--- src/rtl/clk_enable_gen_pkg.sv ---
// Shared encodings for the clock-enable generator: debug modes and sequencer states.
package clk_enable_gen_pkg;

  localparam logic [1:0] MODE_HALT = 2'd0;
  localparam logic [1:0] MODE_RUN  = 2'd1;
  localparam logic [1:0] MODE_STEP = 2'd2;

  typedef enum logic [2:0] {
    ST_HOLD      = 3'd0,
    ST_IDLE      = 3'd1,
    ST_RUN       = 3'd2,
    ST_STEP_WAIT = 3'd3,
    ST_STEP_RUN  = 3'd4
  } state_e;

  // Steady state the sequencer settles into for a given mode (3 behaves as HALT).
  function automatic state_e follow_mode(input logic [1:0] mode);
    state_e nxt;
    case (mode)
      MODE_RUN:  nxt = ST_RUN;
      MODE_STEP: nxt = ST_STEP_WAIT;
      default:   nxt = ST_IDLE;
    endcase
    return nxt;
  endfunction

endpackage

--- src/rtl/clk_enable_gen_cke_div_ch.sv ---
// One enable channel: counts advanced cycles and pulses cke when the count reaches its ratio.
module cke_div_ch #(
  parameter int DIV_W = 8
) (
  input  logic             clk,
  input  logic             rst_n,
  input  logic             adv,
  input  logic             clr,
  input  logic [DIV_W-1:0] ratio,
  output logic             cke,
  output logic             wrap
);

  logic [DIV_W-1:0] cnt_r;
  logic [DIV_W-1:0] last_s;

  // A ratio of zero behaves as one, so the terminal count is zero in both cases.
  assign last_s = (ratio == {DIV_W{1'b0}}) ? {DIV_W{1'b0}} : (ratio - DIV_W'(1));
  assign wrap   = adv && !clr && (cnt_r == last_s);

  // Divider counter and registered enable pulse.
  always_ff @(posedge clk or negedge rst_n) begin
    if (!rst_n) begin
      cnt_r <= {DIV_W{1'b0}};
      cke   <= 1'b0;
    end else if (clr) begin
      cnt_r <= {DIV_W{1'b0}};
      cke   <= 1'b0;
    end else if (wrap) begin
      cnt_r <= {DIV_W{1'b0}};
      cke   <= 1'b1;
    end else if (adv) begin
      cnt_r <= cnt_r + DIV_W'(1);
      cke   <= 1'b0;
    end else begin
      cke   <= 1'b0;
    end
  end

endmodule

--- src/rtl/clk_enable_gen.sv ---
// Multi-channel clock-enable generator with post-reset hold and HALT/RUN/STEP debug control.
module clk_enable_gen #(
  parameter int NUM_CH     = 2,
  parameter int DIV_W      = 8,
  parameter int RST_CYCLES = 4
) (
  input  logic                    clk,
  input  logic                    rst_n,
  input  logic [1:0]              mode,
  input  logic [NUM_CH*DIV_W-1:0] div_ratio,
  input  logic                    load,
  input  logic                    step_req,
  output logic                    sync_rst_n,
  output logic [NUM_CH-1:0]       cke,
  output logic                    busy,
  output logic                    step_done,
  output logic [31:0]             tick_cnt
);
  import clk_enable_gen_pkg::*;

  localparam int HOLD_W = $clog2(RST_CYCLES + 1);

  state_e                  state_r;
  logic [HOLD_W-1:0]       hold_cnt_r;
  logic [NUM_CH*DIV_W-1:0] shadow_r;
  logic                    adv_s;
  logic [NUM_CH-1:0]       wrap_s;
  logic                    unused_wrap_s;

  assign adv_s         = (state_r == ST_RUN) || (state_r == ST_STEP_RUN);
  assign unused_wrap_s = ^wrap_s;

  // Shadow ratios: every channel starts at divide-by-one.
  always_ff @(posedge clk or negedge rst_n) begin
    if (!rst_n) begin
      for (int i = 0; i < NUM_CH; i++) begin
        shadow_r[i*DIV_W +: DIV_W] <= DIV_W'(1);
      end
    end else if (load) begin
      shadow_r <= div_ratio;
    end
  end

  for (genvar g = 0; g < NUM_CH; g++) begin : g_ch
    cke_div_ch #(.DIV_W(DIV_W)) u_ch (
      .clk   (clk),
      .rst_n (rst_n),
      .adv   (adv_s),
      .clr   (load),
      .ratio (shadow_r[g*DIV_W +: DIV_W]),
      .cke   (cke[g]),
      .wrap  (wrap_s[g])
    );
  end

  // Hold sequencer, mode FSM and tick counter; a finished step jumps straight to the
  // requested mode so a RUN request during a step resumes with no idle cycle.
  always_ff @(posedge clk or negedge rst_n) begin
    if (!rst_n) begin
      state_r    <= ST_HOLD;
      hold_cnt_r <= {HOLD_W{1'b0}};
      sync_rst_n <= 1'b0;
      busy       <= 1'b0;
      step_done  <= 1'b0;
      tick_cnt   <= 32'd0;
    end else begin
      step_done <= 1'b0;
      if (adv_s) begin
        tick_cnt <= tick_cnt + 32'd1;
      end
      case (state_r)
        ST_HOLD: begin
          hold_cnt_r <= hold_cnt_r + HOLD_W'(1);
          if (hold_cnt_r == HOLD_W'(RST_CYCLES - 1)) begin
            sync_rst_n <= 1'b1;
            state_r    <= ST_IDLE;
          end
        end
        ST_IDLE, ST_RUN: begin
          state_r <= follow_mode(mode);
        end
        ST_STEP_WAIT: begin
          if (mode != MODE_STEP) begin
            state_r <= follow_mode(mode);
          end else if (step_req && !load) begin
            state_r <= ST_STEP_RUN;
            busy    <= 1'b1;
          end
        end
        ST_STEP_RUN: begin
          if (wrap_s[0]) begin
            step_done <= 1'b1;
            busy      <= 1'b0;
            state_r   <= follow_mode(mode);
          end
        end
        default: begin
          state_r <= ST_IDLE;
          busy    <= 1'b0;
        end
      endcase
    end
  end

endmodule

--- config.mk ---
export PLATFORM = sky130hd
export DESIGN_NAME = clk_enable_gen
export DESIGN_NICKNAME = d
export VERILOG_FILES = /design/src/rtl/clk_enable_gen_pkg.sv /design/src/rtl/clk_enable_gen_cke_div_ch.sv /design/src/rtl/clk_enable_gen.sv
export SDC_FILE = /design/constraint.sdc
export NUM_CORES = 1
export LEC_CHECK = 0
export CAP_MARGIN = 20
export CORE_ASPECT_RATIO = 2
export CORE_UTILIZATION = 30
export DETAILED_ROUTE_END_ITERATION = 8
export SYNTH_ARGS = -nofsm -noshare
export SYNTH_HDL_FRONTEND = slang
export SYNTH_SLANG_ARGS = --single-unit
--- constraint.sdc ---
create_clock -name clk -period 6.3 [get_ports clk]
set_input_delay 1.26 -clock clk [delete_from_list [all_inputs] [get_ports clk]]
set_output_delay 1.26 -clock clk [all_outputs]
set_load 0.01 [all_outputs]
# ---- Word level (Yosys, flattened, before mapping)
# Cells that the tools add are included.
dict set report word_totals {
  regBits 75
  output_inout_bits 37
}
dict set report op_classes {
  n_addsub 6
  eq_ne 15
  mux 23
  n_bitwise 1
  n_reduce_logical 16
}
# op n
set ops {}
lappend ops {{$mux 8} 8}
lappend ops {{$add 32x1->32 const B} 1}
lappend ops {{$add 8x1->8 const B} 2}
lappend ops {{$eq 8x8->1} 2}
lappend ops {{$logic_not 8->1} 2}
lappend ops {{$sub 8x1->8 const B} 2}
lappend ops {{$mux 3} 4}
lappend ops {{$pmux 3 s4} 1}
lappend ops {{$eq 3x2->1 const B} 3}
lappend ops {{$mux 1} 8}
lappend ops {{$ne 2x2->1 const B} 4}
lappend ops {{$reduce_bool 3->1} 2}
lappend ops {{$logic_and 1x1->1} 4}
lappend ops {{$pmux 2 s2} 1}
lappend ops {{$reduce_and 4->1} 1}
lappend ops {{$add 3x1->3 const B} 1}
lappend ops {{$eq 3x1->1 const B} 1}
lappend ops {{$eq 3x3->1 const B} 1}
lappend ops {{$logic_not 3->1} 1}
lappend ops {{$ne 3x3->1 const B} 1}
lappend ops {{$pmux 1 s3} 1}
lappend ops {{$reduce_and 3->1} 1}
lappend ops {{$reduce_or 3->1} 1}
lappend ops {{$eq 2x1->1 const B} 1}
lappend ops {{7 further kinds} 7}

# ---- Longest topological paths before layout
# Gate-level depths: netlist of the first run.
dict set report logic_depth {
  ltp_word 6
  mapped_depth 10
  depth_no_buf 9
}

# ---- Hierarchy
# A second synthesis of the first run with hierarchy kept.
dict set report hier_totals {
  cells_unflattened 430
  hier_area_um2 4493.1
}
# mod instances cells_per_inst area_each_um2 seq_area_each_um2
set modules_own_cells {}
lappend modules_own_cells {clk_enable_gen 1 212 2583.7 1428.9}
lappend modules_own_cells {{cke_div_ch at g_ch[0].u_ch} 1 106 958.4 225.2}
lappend modules_own_cells {{cke_div_ch at g_ch[1].u_ch} 1 112 950.9 225.2}

# ---- Worst setup path after synthesis of the first run
# OpenSTA, ideal clock, no wires.
dict set report synth_path {
  path_kind {register -> register}
  start {reg shadow_r[0]}
  end {reg state_r[2]}
  setup_time_ns 0.122
  arrival_ns 2.667
  slack_ns 3.511
  path_stages_with_launch 10
  path_buffers 1
  path_cell_list {dfstp_2 inv_1 ha_1 clkbuf_8 or2b_2 or4_4 a311o_1 and3_4 or4_1 a32o_1}
}
dict set report synth_between {
  elab_chain_cells 6
  elab_cells_between_ends 7
}
# element line
set synth_rtl {}
lappend synth_rtl {{start, declared} clk_enable_gen.sv:25} ;# logic [NUM_CH*DIV_W-1:0] shadow_r;
lappend synth_rtl {{start signal, assigned} clk_enable_gen.sv:40} ;# shadow_r <= div_ratio;
lappend synth_rtl {{$sub 8x1->8 or $logic_not 8->1 (tied branches)} clk_enable_gen_cke_div_ch.sv:18} ;# assign last_s = (ratio == {DIV_W{1'b0}}) ? {DIV_W{1'b0}} : (ratio - DIV_W'(1));
lappend synth_rtl {{$mux 8 (*)} clk_enable_gen_cke_div_ch.sv:18}
lappend synth_rtl {{$eq 8x8->1 (*)} clk_enable_gen_cke_div_ch.sv:19} ;# assign wrap = adv && !clr && (cnt_r == last_s);
lappend synth_rtl {{$logic_and 1x1->1 (*)} clk_enable_gen_cke_div_ch.sv:19}
lappend synth_rtl {{$ne 2x1->1 (no source line) (*)} --}
lappend synth_rtl {{$reduce_and 3->1 (no source line) (*)} --}
lappend synth_rtl {{end signal, assigned} clk_enable_gen.sv:80} ;# state_r <= follow_mode(mode);
lappend synth_rtl {{end signal, assigned} clk_enable_gen.sv:84} ;# state_r <= follow_mode(mode);
lappend synth_rtl {{end signal, assigned} clk_enable_gen.sv:94} ;# state_r <= follow_mode(mode);
lappend synth_rtl {{end, declared} clk_enable_gen.sv:23} ;# state_e state_r;
# Mark *: on every way between the ends. The rest lies on a longest branch, timed or not.
# A chain may end at the register's enable or synchronous reset.

# ---- Worst setup path after layout of the first run
dict set report layout_path {
  start {reg shadow_r[0]}
  end {reg g_ch[0].u_ch.cnt_r[7]}
}
dict set report layout_between {
  elab_chain_cells 6
  elab_cells_between_ends 8
}
# element line
set layout_rtl {}
lappend layout_rtl {{$sub 8x1->8 or $logic_not 8->1 (tied branches)} clk_enable_gen_cke_div_ch.sv:18}
lappend layout_rtl {{$mux 8 (*)} clk_enable_gen_cke_div_ch.sv:18}
lappend layout_rtl {{$eq 8x8->1 (*)} clk_enable_gen_cke_div_ch.sv:19}
lappend layout_rtl {{$logic_and 1x1->1 (*)} clk_enable_gen_cke_div_ch.sv:19}
lappend layout_rtl {{$mux 8} clk_enable_gen_cke_div_ch.sv:29} ;# end else if (wrap) begin
lappend layout_rtl {{$mux 8} clk_enable_gen_cke_div_ch.sv:26} ;# end else if (clr) begin
lappend layout_rtl {{end signal, assigned} clk_enable_gen_cke_div_ch.sv:27} ;# cnt_r <= {DIV_W{1'b0}};
lappend layout_rtl {{end signal, assigned} clk_enable_gen_cke_div_ch.sv:30} ;# cnt_r <= {DIV_W{1'b0}};
lappend layout_rtl {{end signal, assigned} clk_enable_gen_cke_div_ch.sv:33} ;# cnt_r <= cnt_r + DIV_W'(1);
lappend layout_rtl {{end, declared} clk_enable_gen_cke_div_ch.sv:14} ;# logic [DIV_W-1:0] cnt_r;
# Marks and branches as above.

==> flow_metrics.py, run 1 <==
metrics = {
    "power_and_ir_drop": {
        "power.density_nw_per_um2": 280,
        "p_leak_nw": 2.17,
        "vdd_ir_drop_max_v": 0.000118,
    },
    "finish": {
        "finish.net_count": 509,
        "final_common_cell": "dfrtp_1",
        "drive_above_1_share_pct": 10.4,
        "nFillCells": 1427,
        "layout_common_cells": "dfrtp_1, clkdlybuf4s50_1, nand2_1, xnor2_1, o21ai_0",
        "antennaDiodeCount": 0,
        "area_growth_syn_to_layout_pct": 23.5,
    },
    "sta": {
        "drv_slew": 0,
        "timing.fmax_ghz": 0.309,
        "tightest_slew_ns": 1.00,
        "tns_ns": 0,
        "period_needed_ns": 3.24,
        "timing.slew.headroom_pct": 33.2,
        "rsz0062_at_grt": "no",
        "hold_violations": 0,
        "min_period_over_period_pct": 51.4,
        "hold_slack_ns": 0.465,
        "clock-skew-final_ns": 0.00709,
        "setup_viol": 0,
    },
    "route": {
        "drt_pass1_iterations": 4,
        "drt_iter0_drc": 168,
        "drcViolationCount": 0,
        "vias": 3445,
        "ant_nets": 0,
        "drt_wl_total_mm": 10.1,
        "viasPerCell": 5.13,
        "routedWlPerCell_um": 15.1,
    },
    "global_routing": {
        "grtUsageTotal_pct": 14.8,
        "grt_max_degree": 76,
        "grt_remaining_overflow": 0,
        "grt_pass1_wl_mm": 17.0,
        "antenna_found_initial": 0,
        "grt_pass1_vias": 3539,
    },
    "floorplan": {
        "core_area_um2": 13900,
        "start_util_pct": 30.6,
        "dieHeight_um": 170,
        "ios": 59,
        "rows": 61,
        "die_x_um": 86.2,
        "dieArea_um2": 14700,
    },
    "logic_synthesis": {
        "netlist_area_um2": 4250,
        "syn_inst": 428,
        "yosys.area.top_type_share_pct": 43.0,
        "syn_nets": 460,
        "yosys.area.top_type": "dfrtp_1",
        "synthTopCellsByArea": "dfrtp_1, xnor2_1, nand2_1",
        "async_reset_ff_share_pct": 100,
        "synth_edf_count": 0,
        "synth.avg_cell_area_um2": 9.94,
        "synth-warning-count": 0,
        "synth_seq_cells": 75,
        "yosysSeqAreaShare_pct": 44.2,
        "synthDistinctLibCells": 66,
        "synth-main-ff-cell": "dfrtp_1",
    },
    "critical_path": {
        "worst_setup_path_end_kind": "register",
        "cp_slowest_stage_delay_ns": 0.66,
        "crit_arrival_ns": 3.41,
        "crit_type": "register to register",
        "crit_fanout": 10,
        "cp-start-kind": "register",
        "slowest_stage": "nor3_1",
        "path_cells": "inv_1, ha_1, or2b_2, or4_4, a311o_1, and3_4, nor3_1, a211oi_1",
        "worstPathRequired_ns": 6.47,
    },
    "placement": {
        "dp_hpwl_mm": 7.44,
        "portBuffers": 58,
        "gp_congestion": 0.802,
    },
    "clock_tree": {
        "clkSlewWorstSetupHoldPaths_ns": 0.07,
        "clkLatencyLatePin_ns": 0.34,
        "cts_setup_buffers": 0,
        "root_buffer": "clkbuf_16",
        "cts_buffers": 9,
        "clock-sinks": 75,
        "cts_max_level": 3,
        "ctsResizeCount": 0,
        "cts_tree": "done",
        "cts.path.max_buffers": 2,
        "cts_hold_buffers": 0,
    },
    "run": {
        "drv_cap": 0,
    },
    "worst_hold_path": {
        "hold_path_class": "register to register",
    },
    "run_status": {
        "status": "finished, final reports clean",
    },
}
==> through the flow <==
step                util [%]  setup WS, ns  area (um^2)  cells  power [W]
global route            37.8          2.90         5250    671    0.00156
global placement        35.6          3.14         4950    655   0.000927
floorplan                  -          3.51         4250    428   0.000827
finish                  37.8          3.06         5250    671    0.00147
detailed placement      35.6          3.07         4950    655   0.000947
CTS                     37.8          3.06         5250    671    0.00149
==> synthesized netlist by cell type (10+ instances only) <==
cell type  instances
o21ai_0           20
clkbuf_1          14
and3_1            18
dfrtp_1           73
mux2_2            12
nor2_1            17
nand3_1           17
nor4_1            10
a21oi_1           10
nand2_1           37
xor2_1            15
inv_1             15
xnor2_1           29
ha_1              10
==> cells by family after synthesis <==
| group | share of synthesized area [%] |
|---|---|
| fa+ha+maj | 2.94 |
| mux | 3.18 |
| xor+xnor | 9.06 |
| compound gates | 12.4 |
| simple gates | 23.6 |
| buf+inv | 4.59 |
| flops | 44.2 |
==> routing by layer <==
metal | part of all wire [%] | wire length [um] | up-vias | track usage, %
li1 | - | - | 1651 | -
met1 | 38 | 3800 | 1709 | 15.2
met2 | 57 | 5750 | 57 | 27.7
met3 | 1.8 | 181 | 28 | 1.84
met4 | 3.7 | 374 | 0 | 9.20
met5 | 0 | 0 | - | 0
==> registers in the layout (all words and copies together), names as in the netlist <==
name,count
tick_cnt,32
g_ch.u_ch.cnt_r,16
shadow_r,16
hold_cnt_r,3
state_r,3
g_ch.u_ch.cke,2
busy,1
step_done,1
sync_rst_n,1
==> worst max-delay path: cells and delay by family, from the launching register on <==
| family | cells | cell delay [ns] |
|---|---|---|
| buffers and inverters | 1 | 0.16 |
| and+or+nand+nor | 4 | 1.66 |
| AOI/OAI and AO/OA | 2 | 0.52 |
| adders and majority gates | 1 | 0.34 |
| DFF | 1 | 0.38 |
==> power by group <==
part | total, W | switching, W | internal [W]
registers | 0.000615 | 0.0000797 | 0.000535
logic | 0.000318 | 0.000157 | 0.000161
clock network | 0.000539 | 0.000226 | 0.000313
total | 0.00147 | 0.000463 | 0.00101
==> path summary, 6_finish.rpt <==
| path | start | to | slack (ns) | cells after the start |
|---|---|---|---|---|
| max in group asynchronous | rst_n | sync_rst_n | 4.57 | 1 |
| worst min-delay path | tick_cnt[31] | tick_cnt[31] | 0.46 | 1 |
| worst max-delay path | shadow_r[0] | g_ch[0].u_ch.cnt_r[7] | 3.06 | 8 |
| worst min register to register | tick_cnt[31] | tick_cnt[31] | 0.46 | 1 |
| worst max register to register | shadow_r[0] | g_ch[0].u_ch.cnt_r[7] | 3.06 | 8 |
| min in group asynchronous | rst_n | shadow_r[11] | 1.05 | 1 |
==> cell type report <==
type	instances	area, um^2	area share (%)
Clock buffer	9	225	4.29
Clock inverter	7	80.1	1.52
Tap cell	189	236	4.50
Timing Repair Buffer	60	593	11.3
Inverter	15	56.3	1.07
Sequential cell	75	1880	35.8
Multi-Input combinational cell	316	2180	41.5
No activity file was read; power rests on OpenSTA's default activity.
==> inputs of run 2 (changes only) <==
Clock period 6.3 ns to 2.6 ns, I/O delays scaled along.
==> flow_metrics.py, run 2 (same netlist as run 1, synthesis figures left out) <==
metrics = {
    "sta": {
        "hold_violations": 0,
        "hold_slack_ns": 0.149,
        "timing.slew.headroom_pct": 51.9,
        "period_needed_ns": 2.60,
        "rsz0062_at_grt": "yes",
        "setup_viol": 1,
        "min_period_over_period_pct": 100,
        "timing.fmax_ghz": 0.384,
        "clock-skew-final_ns": 0.00830,
        "drv_slew": 0,
        "tightest_slew_ns": 0.712,
        "tns_ns": -0.00478,
        "fin_ws_ns": -0.00478,
    },
    "floorplan": {
        "dieArea_um2": 14700,
        "ios": 59,
        "dieHeight_um": 170,
        "die_x_um": 86.2,
        "start_util_pct": 30.6,
        "core_area_um2": 13900,
        "rows": 61,
    },
    "route": {
        "vias": 3595,
        "viasPerCell": 5.11,
        "drt_wl_total_mm": 10.6,
        "drt_iter0_drc": 152,
        "drcViolationCount": 0,
        "ant_nets": 0,
        "routedWlPerCell_um": 15.1,
        "drt_pass1_iterations": 4,
    },
    "finish": {
        "area_growth_syn_to_layout_pct": 32.4,
        "largest_reg_flops": 32,
        "regMostFlops": "tick_cnt",
        "nFillCells": 1404,
        "final-instance-count-excl-fill": 704,
        "finish.net_count": 542,
        "reg_top3": "tick_cnt (32), g_ch.u_ch.cnt_r (16), shadow_r (16)",
        "final_common_cell": "dfrtp_1",
        "drive_above_1_share_pct": 19.2,
        "utilization_pct": 40.5,
        "layout_common_cells": "dfrtp_1, clkdlybuf4s50_1, nand2_1, buf_4, xnor2_1",
        "antennaDiodeCount": 0,
    },
    "worst_hold_path": {
        "hold_path_class": "primary input to asynchronous set/reset pin",
    },
    "critical_path": {
        "crit_fanout": 8,
        "r2r_slack_ns": -0.005,
        "cp_top_family": "simple AND/OR/NAND/NOR gates",
        "r2r_start": "shadow_r[4]",
        "worstPathRequired_ns": 2.83,
        "cp-start-kind": "register",
        "crit_type": "register to register",
        "worst-path-buf-inv": 0,
        "crit_arrival_ns": 2.84,
        "path_cells": "or3_4, or4_4, a311o_1, and3_4, or4_4, a32o_1",
        "critPathMostFrequentCell": "or4_4",
        "slowest_stage": "or4_4",
        "rr_endpoint": "state_r[2]",
        "worst_setup_path_end_kind": "register",
        "cp_slowest_stage_delay_ns": 0.50,
        "rr_worst_depth": 6,
    },
    "run": {
        "drv_cap": 0,
    },
    "placement": {
        "dp_hpwl_mm": 7.94,
        "dp_slack_ns": -0.150,
        "gp_congestion": 0.859,
        "portBuffers": 58,
        "dp.cells": 684,
    },
    "power_and_ir_drop": {
        "p_leak_nw": 2.36,
        "power.density_nw_per_um2": 660,
        "vdd_ir_drop_max_v": 0.000329,
    },
    "clock_tree": {
        "root_buffer": "clkbuf_16",
        "clock-sinks": 75,
        "cts_max_level": 3,
        "clkLatencyLatePin_ns": 0.34,
        "clkSlewWorstSetupHoldPaths_ns": 0.07,
        "cts_tree": "done",
        "cts_hold_buffers": 0,
        "cts.path.max_buffers": 2,
        "cts_buffers": 9,
    },
    "global_routing": {
        "grt_max_degree": 35,
        "grt_remaining_overflow": 0,
        "grt_pass1_vias": 3667,
        "antenna_found_initial": 0,
        "grtUsageTotal_pct": 15.0,
        "grt_pass1_wl_mm": 17.3,
    },
    "run_status": {
        "status": "finished, violations left",
        "violations": "negative setup slack",
    },
}
run 2: changes by cell type in the layout (fill, tap and decap cells not counted), moves of 2 or more:
| cell | change |
|---|---|
| nor4b_1 | -2 |
| buf_4 | +31 |
| nor3_1 | -3 |
| inv_6 | -2 |
| nor3_4 | +2 |
| nor4b_2 | +2 |
| inv_2 | +2 |
| inv_1 | -2 |
run 2: cell type report:
class,count,area (um^2),share of cell area (%)
Tap cell,189,236,4.20
Sequential cell,75,1880,33.4
Multi-Input combinational cell,316,2280,40.5
Inverter,15,56.3,1.00
Timing Repair Buffer,93,857,15.2
Clock inverter,7,93.8,1.67
Clock buffer,9,225,4.00
run 2: metrics by stage:
stage	instance area, um^2	total power [W]
final	5630	0.00371
after global routing	5630	0.00393
after CTS	5530	0.00372
after detailed placement	5160	0.00236
after global placement	5160	0.00232
after floorplan	4250	0.00201
run 2: routing by layer:
layer  vias up  global-route usage [%]  part of all wire [%]
li1       1723                       -                     -
met1      1786                    15.3                    37
met2        60                    28.2                    56
met3        26                    2.13                   2.1
met4         0                    8.62                   4.4
met5         -                       0                     0
run 2: worst max-delay path by stage:
stage                     start    endpoint  slack, ns  depth (start not counted)
CTS                 shadow_r[1]  state_r[2]      -0.07                          8
floorplan           shadow_r[1]  state_r[2]      -0.16                          9
global placement    shadow_r[3]  state_r[2]      -0.12                          6
finish              shadow_r[4]  state_r[2]     -0.005                          6
detailed placement  shadow_r[1]  state_r[2]      -0.15                          9
global route        shadow_r[1]  state_r[2]      -0.04                          9
run 2: worst register-to-register path, cell delays in order, from the launching register on:
cell	delay [ns]
dfrtp_1	0.38
or3_4	0.43
or4_4	0.51
a311o_1	0.30
and3_4	0.20
or4_4	0.46
a32o_1	0.22
run 2: where the power goes:
part	leakage, nW	total, W	switching [W]	internal, W
logic	1.22	0.000946	0.000466	0.000480
clock network	0.153	0.00133	0.000555	0.000770
registers	0.984	0.00144	0.000146	0.00130
total	2.36	0.00371	0.00117	0.00255
run 2: repair_timing:
action,4_1_cts,5_1_grt
resized for setup,8,16
setup buffers,1,3
endpoints found under the setup margin,15,22
pin swaps,5,10
